<file path="config.mk">
export PLATFORM = sky130hd
export DESIGN_NAME = piso_shift_tx
export DESIGN_NICKNAME = d
export VERILOG_FILES = /design/src/rtl/piso_shift_tx.sv
export SDC_FILE = /design/constraint.sdc
export NUM_CORES = 1
export LEC_CHECK = 0
export ABC_AREA = 1
export CAP_MARGIN = 20
export CORE_ASPECT_RATIO = 1.5
export CORE_UTILIZATION = 49
export CTS_CLUSTER_SIZE = 40
export DETAILED_ROUTE_END_ITERATION = 8
export GPL_ROUTABILITY_DRIVEN = 0
export PLACE_DENSITY = 0.75
export SLEW_MARGIN = 20
export SYNTH_ARGS = -nofsm -noshare
export SYNTH_HDL_FRONTEND = slang
export SYNTH_SLANG_ARGS = --single-unit
export TNS_END_PERCENT = 20
</file>
<file path="constraint.sdc">
create_clock -name clk -period 1.9 [get_ports clk]
set_input_delay 0.57 -clock clk [delete_from_list [all_inputs] [get_ports clk]]
set_output_delay 0.57 -clock clk [all_outputs]
set_load 0.05 [all_outputs]
</file>
<file path="src/rtl/piso_shift_tx.sv">
// Parallel-in serial-out transmitter: takes a WIDTH-bit word over valid/ready and
// emits it one bit per enabled clock, optionally followed by an idle gap.
module piso_shift_tx #(
  parameter int WIDTH     = 8,
  parameter bit MSB_FIRST = 1'b0,
  parameter int GAP       = 0
) (
  input  logic             clk,
  input  logic             rst,
  input  logic             enb,
  input  logic [WIDTH-1:0] data_in,
  input  logic             load_valid,
  output logic             load_ready,
  output logic             out,
  output logic             out_valid,
  output logic             busy,
  output logic             done
);

  localparam int CW = (WIDTH > 1) ? $clog2(WIDTH) : 1;
  localparam logic [CW-1:0] LAST_BIT = CW'(WIDTH - 1);
  localparam logic [7:0]    LAST_GAP = (GAP > 0) ? 8'(GAP - 1) : 8'd0;

  typedef enum logic [1:0] {
    ST_IDLE,
    ST_SHIFT,
    ST_GAP
  } state_t;

  state_t           state, state_n;
  logic [WIDTH-1:0] shreg, shreg_n;
  logic [CW-1:0]    bit_cnt, bit_cnt_n;
  logic [7:0]       gap_cnt, gap_cnt_n;
  logic             out_n, out_valid_n;
  logic             accept;

  function automatic logic end_bit(input logic [WIDTH-1:0] v);
    return MSB_FIRST ? v[WIDTH-1] : v[0];
  endfunction

  function automatic logic [WIDTH-1:0] shift_once(input logic [WIDTH-1:0] v);
    return MSB_FIRST ? {v[WIDTH-2:0], 1'b0} : {1'b0, v[WIDTH-1:1]};
  endfunction

  // State and datapath registers; enb=0 freezes everything including out/out_valid.
  // NOTE: sequential state uses non-blocking assignments so every register samples
  // pre-edge values regardless of statement order.
  always_ff @(posedge clk or posedge rst) begin
    if (rst) begin
      state     <= ST_IDLE;
      shreg     <= '0;
      bit_cnt   <= '0;
      gap_cnt   <= '0;
      out       <= 1'b0;
      out_valid <= 1'b0;
    end else if (enb) begin
      state     <= state_n;
      shreg     <= shreg_n;
      bit_cnt   <= bit_cnt_n;
      gap_cnt   <= gap_cnt_n;
      out       <= out_n;
      out_valid <= out_valid_n;
    end
  end

  assign accept = enb & load_valid & load_ready;

  // NOTE: every signal driven here gets a default first, so no path leaves it
  // unassigned and no latch is inferred.
  always_comb begin
    state_n   = state;
    shreg_n   = shreg;
    bit_cnt_n = bit_cnt;
    gap_cnt_n = gap_cnt;
    unique case (state)
      ST_IDLE: begin
        if (accept) begin
          state_n   = ST_SHIFT;
          shreg_n   = data_in;
          bit_cnt_n = '0;
        end
      end
      ST_SHIFT: begin
        shreg_n   = shift_once(shreg);
        bit_cnt_n = bit_cnt + 1'b1;
        if (done) begin
          bit_cnt_n = '0;
          if (GAP > 0) begin
            state_n   = ST_GAP;
            gap_cnt_n = '0;
          end else if (accept) begin
            shreg_n = data_in;  // back-to-back word, no bubble
          end else begin
            state_n = ST_IDLE;
          end
        end
      end
      ST_GAP: begin
        gap_cnt_n = gap_cnt + 1'b1;
        if (gap_cnt == LAST_GAP) begin
          state_n   = ST_IDLE;
          gap_cnt_n = '0;
        end
      end
      default: state_n = ST_IDLE;
    endcase
    // Output register is loaded with the bit that the next state presents.
    out_valid_n = (state_n == ST_SHIFT);
    out_n       = out_valid_n & end_bit(shreg_n);
  end

  always_comb begin
    done       = (state == ST_SHIFT) && (bit_cnt == LAST_BIT);
    busy       = (state != ST_IDLE);
    load_ready = !rst && ((state == ST_IDLE) || (done && (GAP == 0)));
  end

endmodule

</file>
# After elaboration in Yosys (flattened, before gate mapping)

Cells that the tools add are included.

Flip-flop bits (word level): 23
Input port bits: 12
Output and inout port bits: 5
Word-level logic and storage cells: 40

Add/sub/neg operators: 2
Equality and inequality tests: 5
Multiplexer cells: 13
Bitwise operators: 3
Reduce and logical (&&, ||, !) cells: 10

Operator list:

| cell                  | count |
|---|---|
| $mux W8               | 4 |
| $pmux W8 S2           | 1 |
| $add A8 B1 Y8 const B | 1 |
| $logic_not A8 Y1      | 1 |
| $mux W2               | 4 |
| $mux W3               | 2 |
| $pmux W2 S3           | 1 |
| $pmux W3 S2           | 1 |
| $eq A2 B1 Y1 const B  | 2 |
| $reduce_bool A2 Y1    | 2 |
| $add A3 B1 Y3 const B | 1 |
| $and A1 B1 Y1         | 3 |
| $eq A3 B3 Y1 const B  | 1 |
| $reduce_and A3 Y1     | 1 |
| $eq A2 B2 Y1 const B  | 1 |
| $logic_and A1 B1 Y1   | 2 |
| $logic_not A2 Y1      | 1 |
| $ne A2 B2 Y1 const B  | 1 |
| $reduce_and A2 Y1     | 1 |
| $logic_not A1 Y1      | 1 |
| $logic_or A1 B1 Y1    | 1 |

# Depth between registers and ports, before layout

Depth in word-level cells: 10
Gate-level depth with buffers: 12
Gate-level depth less buffers: 12

# Worst setup path before layout

OpenSTA, ideal clock, no wires.

Path type: in2out
Start point: input rst
End point: output load_ready
Arrival time: 1641 ps
Data required time: 1330 ps
Slack: -311 ps
Stages: 3
Buffers on the path: 0
Path through: inv_1 nand3_4 inv_1

Cells in the longest elaborated chain, start to end: 2

RTL lines:

| item                | line | source |
|---|---|---|
| start, declared     | 9    | `input logic rst,` |
| $logic_not A1 Y1    | 115  | `load_ready = !rst && ((state == ST_IDLE) \|\| (done && (GAP == 0)));` |
| $logic_and A1 B1 Y1 | 115  |  |
| end, declared       | 13   | `output logic load_ready,` |

Every way passes these cells.

# Worst setup path after layout

Start point: register bit_cnt[1]
End point: output load_ready

Cells in the longest elaborated chain, start to end: 4

RTL lines:

| item                   | line | source |
|---|---|---|
| start, declared        | 32   | `logic [CW-1:0] bit_cnt, bit_cnt_n;` |
| start signal, assigned | 59   | `bit_cnt <= bit_cnt_n;` |
| $eq A3 B3 Y1           | 113  | `done = (state == ST_SHIFT) && (bit_cnt == LAST_BIT);` |
| $logic_and A1 B1 Y1    | 113  |  |
| $logic_or A1 B1 Y1     | 115  |  |
| $logic_and A1 B1 Y1    | 115  |  |

Every way passes these cells.

==> summary.txt <==
Run status
  • Status: complete, but fails checks
  • Failing checks: negative setup slack

Setup path
  • Crit-path slowest cell: dfrtp_1
  • Crit path largest cell delay: 430 ps
  • FF-to-FF Start: bit_cnt[1]
  • Critical Path RT: 1330 ps
  • Crit path DAT: ~1500 ps
  • Critical Path Fanout Max: 3
  • Most common cell on crit path: ha_4
  • WS Path Type: flip-flop to output port
  • Crit. End Element: output port
  • Delay-heaviest family, CP: flip-flops
  • Setup crit start kind: flip-flop
  • Critical path startpoint: bit_cnt[1]
  • Cell chain of the critical path: ha_4 > ha_4 > inv_4 > nand2_4 > nand3_4 > inv_2 > buf_6
  • Worst Path Buf+Inv: 3

Detailed routing
  • Vias: ~1300
  • Pre-Repair DR Iteration Count: 4
  • DRC Markers: 0
  • Routed Antenna Nets: 0
  • WL per Instance: 12.7 um
  • DR iter-0 viols: 32
  • WL final: 3150 um
  • Vias per cell: around 5.2

Power and ir drop
  • Worst vdd ir: 585 uV
  • Total power: around 0.0019 W
  • P per Cell Area: between 1000 and 1500 mW/mm2
  • Pleak: 0.891 nW

Floorplan
  • Initial core utilization: between 50 and 60%
  • Die height: 66.0 um
  • Chip width: 44.6 um
  • Cell Rows: 22
  • Total core area: 0.00250 mm2
  • I/O Pins: 17
  • Die area: 0.00294 mm2

Logic synthesis
  • Syn Area/Cell: 7.72 um2
  • Seq cells post-synth: 23
  • Netlist Area Pre-Place: 0.00134 mm2
  • Post-synth cell types: 23
  • Synthesized net count: 189
  • Post-synthesis cell count: approximately 170
  • Post-synthesis sequential area ratio: about 43%
  • Ys Warns: 0

Clock tree
  • Clock root buffer: clkbuf_4
  • Total CTS buffers: 3
  • CTS tree: built
  • CTS sink count: 23
  • Hold_buf cts: 0
  • Reg clk slew, reported paths: 110 ps
  • CTS max path bufs: 2
  • H-tree depth: 1
  • Worst-skew pair later-pin latency: 310 ps

Final layout
  • Cell area after layout: 0.00177 mm2
  • Share of layout cells above drive strength 1: 23.6%
  • Area grow syn2layout: 32.2%
  • Antenna Cells: 0
  • # nets final: between 200 and 250

Global route
  • Total gr overflow: 0
  • Vias in the first global route: 1279
  • Met1 Usage GRT: 24.1%
  • GR Util met2: a little under half
  • Antenna violations before repair: 0
  • GRT met3 Usage: 1.64%
  • Global-route wire length before repair: 5160 um
  • Largest net degree at the start of global routing: 18
  • Total GRT Usage: 23.8%
  • GR peak layer: met2

Timing
  • Slew HR: 78.5%
  • RSZ-0062 raised after global routing: true
  • Fmax: 494 MHz
  • Tcrit/Tclk final: 107%
  • Final worst path period need: ~2000 ps
  • Sum of negative setup slack: -333 ps
  • Worst Max-Slew Pin Slew: 322 ps
  • Final setup margin: -125 ps
  • Skew final: around 11 ps
  • Final slew viol count: 0
  • Hold Violations, Final: 0
  • Endpoints failing setup: 3

Placed design
  • Detail Placement HPWL: 2360 um
  • PortBufs: 16
  • Placed inst area: 0.00166 mm2

Flow run
  • Max cap viols: 0

Min path
  • Worst min-delay path class: flip-flop to flip-flop
  • Start point of the worst hold path: gap_cnt[7]
## power by group
group	total (W)	internal (W)	switching [W]
registers	0.000809	0.000667	0.000142
logic	0.000868	0.000344	0.000524
clock network	0.000225	0.0000819	0.000143
## worst reg2reg max path: stages, from the launching register on
cell     delay (ps)
dfrtp_1         420
ha_4            160
ha_4            150
inv_4            50
buf_6           110
nor2_4          130
buf_4           130
buf_4           130
nand4_4         130
nand2_1          90
nand2_1          50
nand2_1          50
nand2_1          70
nand2_1          60
nand2_1          50
## flip-flops by register name, summed over array words and instances (netlist names)
| register | count |
|---|---|
| gap_cnt | 8 |
| shreg | 8 |
| bit_cnt | 3 |
| state | 2 |
| out | 1 |
| out_valid | 1 |
## synth_stat cells
cell type	number	area [um2]
nand3_1	12	60.1
a22o_2	1	10.0
inv_1	19	71.3
xor2_1	4	35.0
nor2_4	2	22.5
clkinv_1	1	3.75
nand3_2	2	20.0
or2_2	1	6.26
nand3_4	1	17.5
inv_2	3	11.3
nand2_2	2	12.5
nand4_2	1	12.5
a21oi_2	2	17.5
nor3_1	2	10.0
nand2_1	50	188
nand4_1	1	6.26
buf_6	2	22.5
o21ai_0	8	40.0
ha_1	4	50.1
a21oi_1	9	45.0
nor2_1	21	78.8
nor3_2	2	20.0
dfrtp_1	23	576
## through the flow
step | worst slack, ps | utilization [%] | hold WS [ps] | instances
global route | -183 | 70.5 | 493 | 248
finish | -125 | 70.5 | 486 | 248
global placement | -225 | 66.1 | 460 | 239
detailed placement | -243 | 66.1 | 461 | 239
floorplan | -87.8 | - | 443 | 173
CTS | -130 | 69.5 | 484 | 247
## layer usage
| layer | wire length (um) | vias up |
|---|---|---|
| li1 | - | 623 |
| met2 | 1830 | 35 |
| met3 | 103 | 7 |
| met1 | 1150 | 618 |
| met5 | 0 | - |
| met4 | 66 | 0 |
## area by class of cell
class | count | area (um2)
Timing Repair Buffer | 37 | 337
Multi-Input combinational cell | 125 | 691
Sequential cell | 23 | 576
Fill cell | 203 | 738
Clock buffer | 4 | 26.3
Tap cell | 36 | 45.0
Inverter | 23 | 92.6
## final timing paths
path	to	slack [ps]	depth (start not counted)
max in group asynchronous	gap_cnt[3]	1120	4
min in group asynchronous	gap_cnt[2]	580	4
setup / recovery	load_ready	-130	7
hold / removal	gap_cnt[7]	490	1
setup reg to reg	out	60	14
hold reg to reg	gap_cnt[7]	490	1
## what timing repair did
action,CTS,global route
gates resized for setup,9,2
setup endpoints to repair,3,8
pin swaps,1,3
setup buffers,4,1
## cells by family after synthesis
kind of cell | Yosys count | synth area share [%]
simple gates | 97 | 34.0
buf+inv | 25 | 8.15
flops | 23 | 43.1
compound gates | 20 | 8.43
xor+xnor | 4 | 2.62
fa+ha+maj | 4 | 3.75
## placed cells by master, fill, tap and decap left out
cell type / count
buf_12: 2
nand3_4: 1
nand3_1: 12
nand2_1: 50
clkinv_1: 1
a21oi_2: 2
a21oi_1: 9
clkinvlp_4: 1
nand2_4: 1
clkbuf_1: 1
nand2_2: 1
or2_2: 1
nor3_2: 2
nor3_1: 2
dfrtp_1: 23
inv_4: 1
buf_4: 22
dlygate4sd2_1: 1
a22o_2: 1
buf_6: 2
inv_1: 17
nand4_4: 1
xor2_1: 4
ha_1: 2
ha_4: 2
nor2_1: 21
inv_2: 3
nand4_1: 1
nand3_2: 2
nor2_4: 2
clkdlybuf4s50_1: 10
o21ai_0: 8
clkbuf_4: 3
No activity file was read; power rests on OpenSTA's default activity.
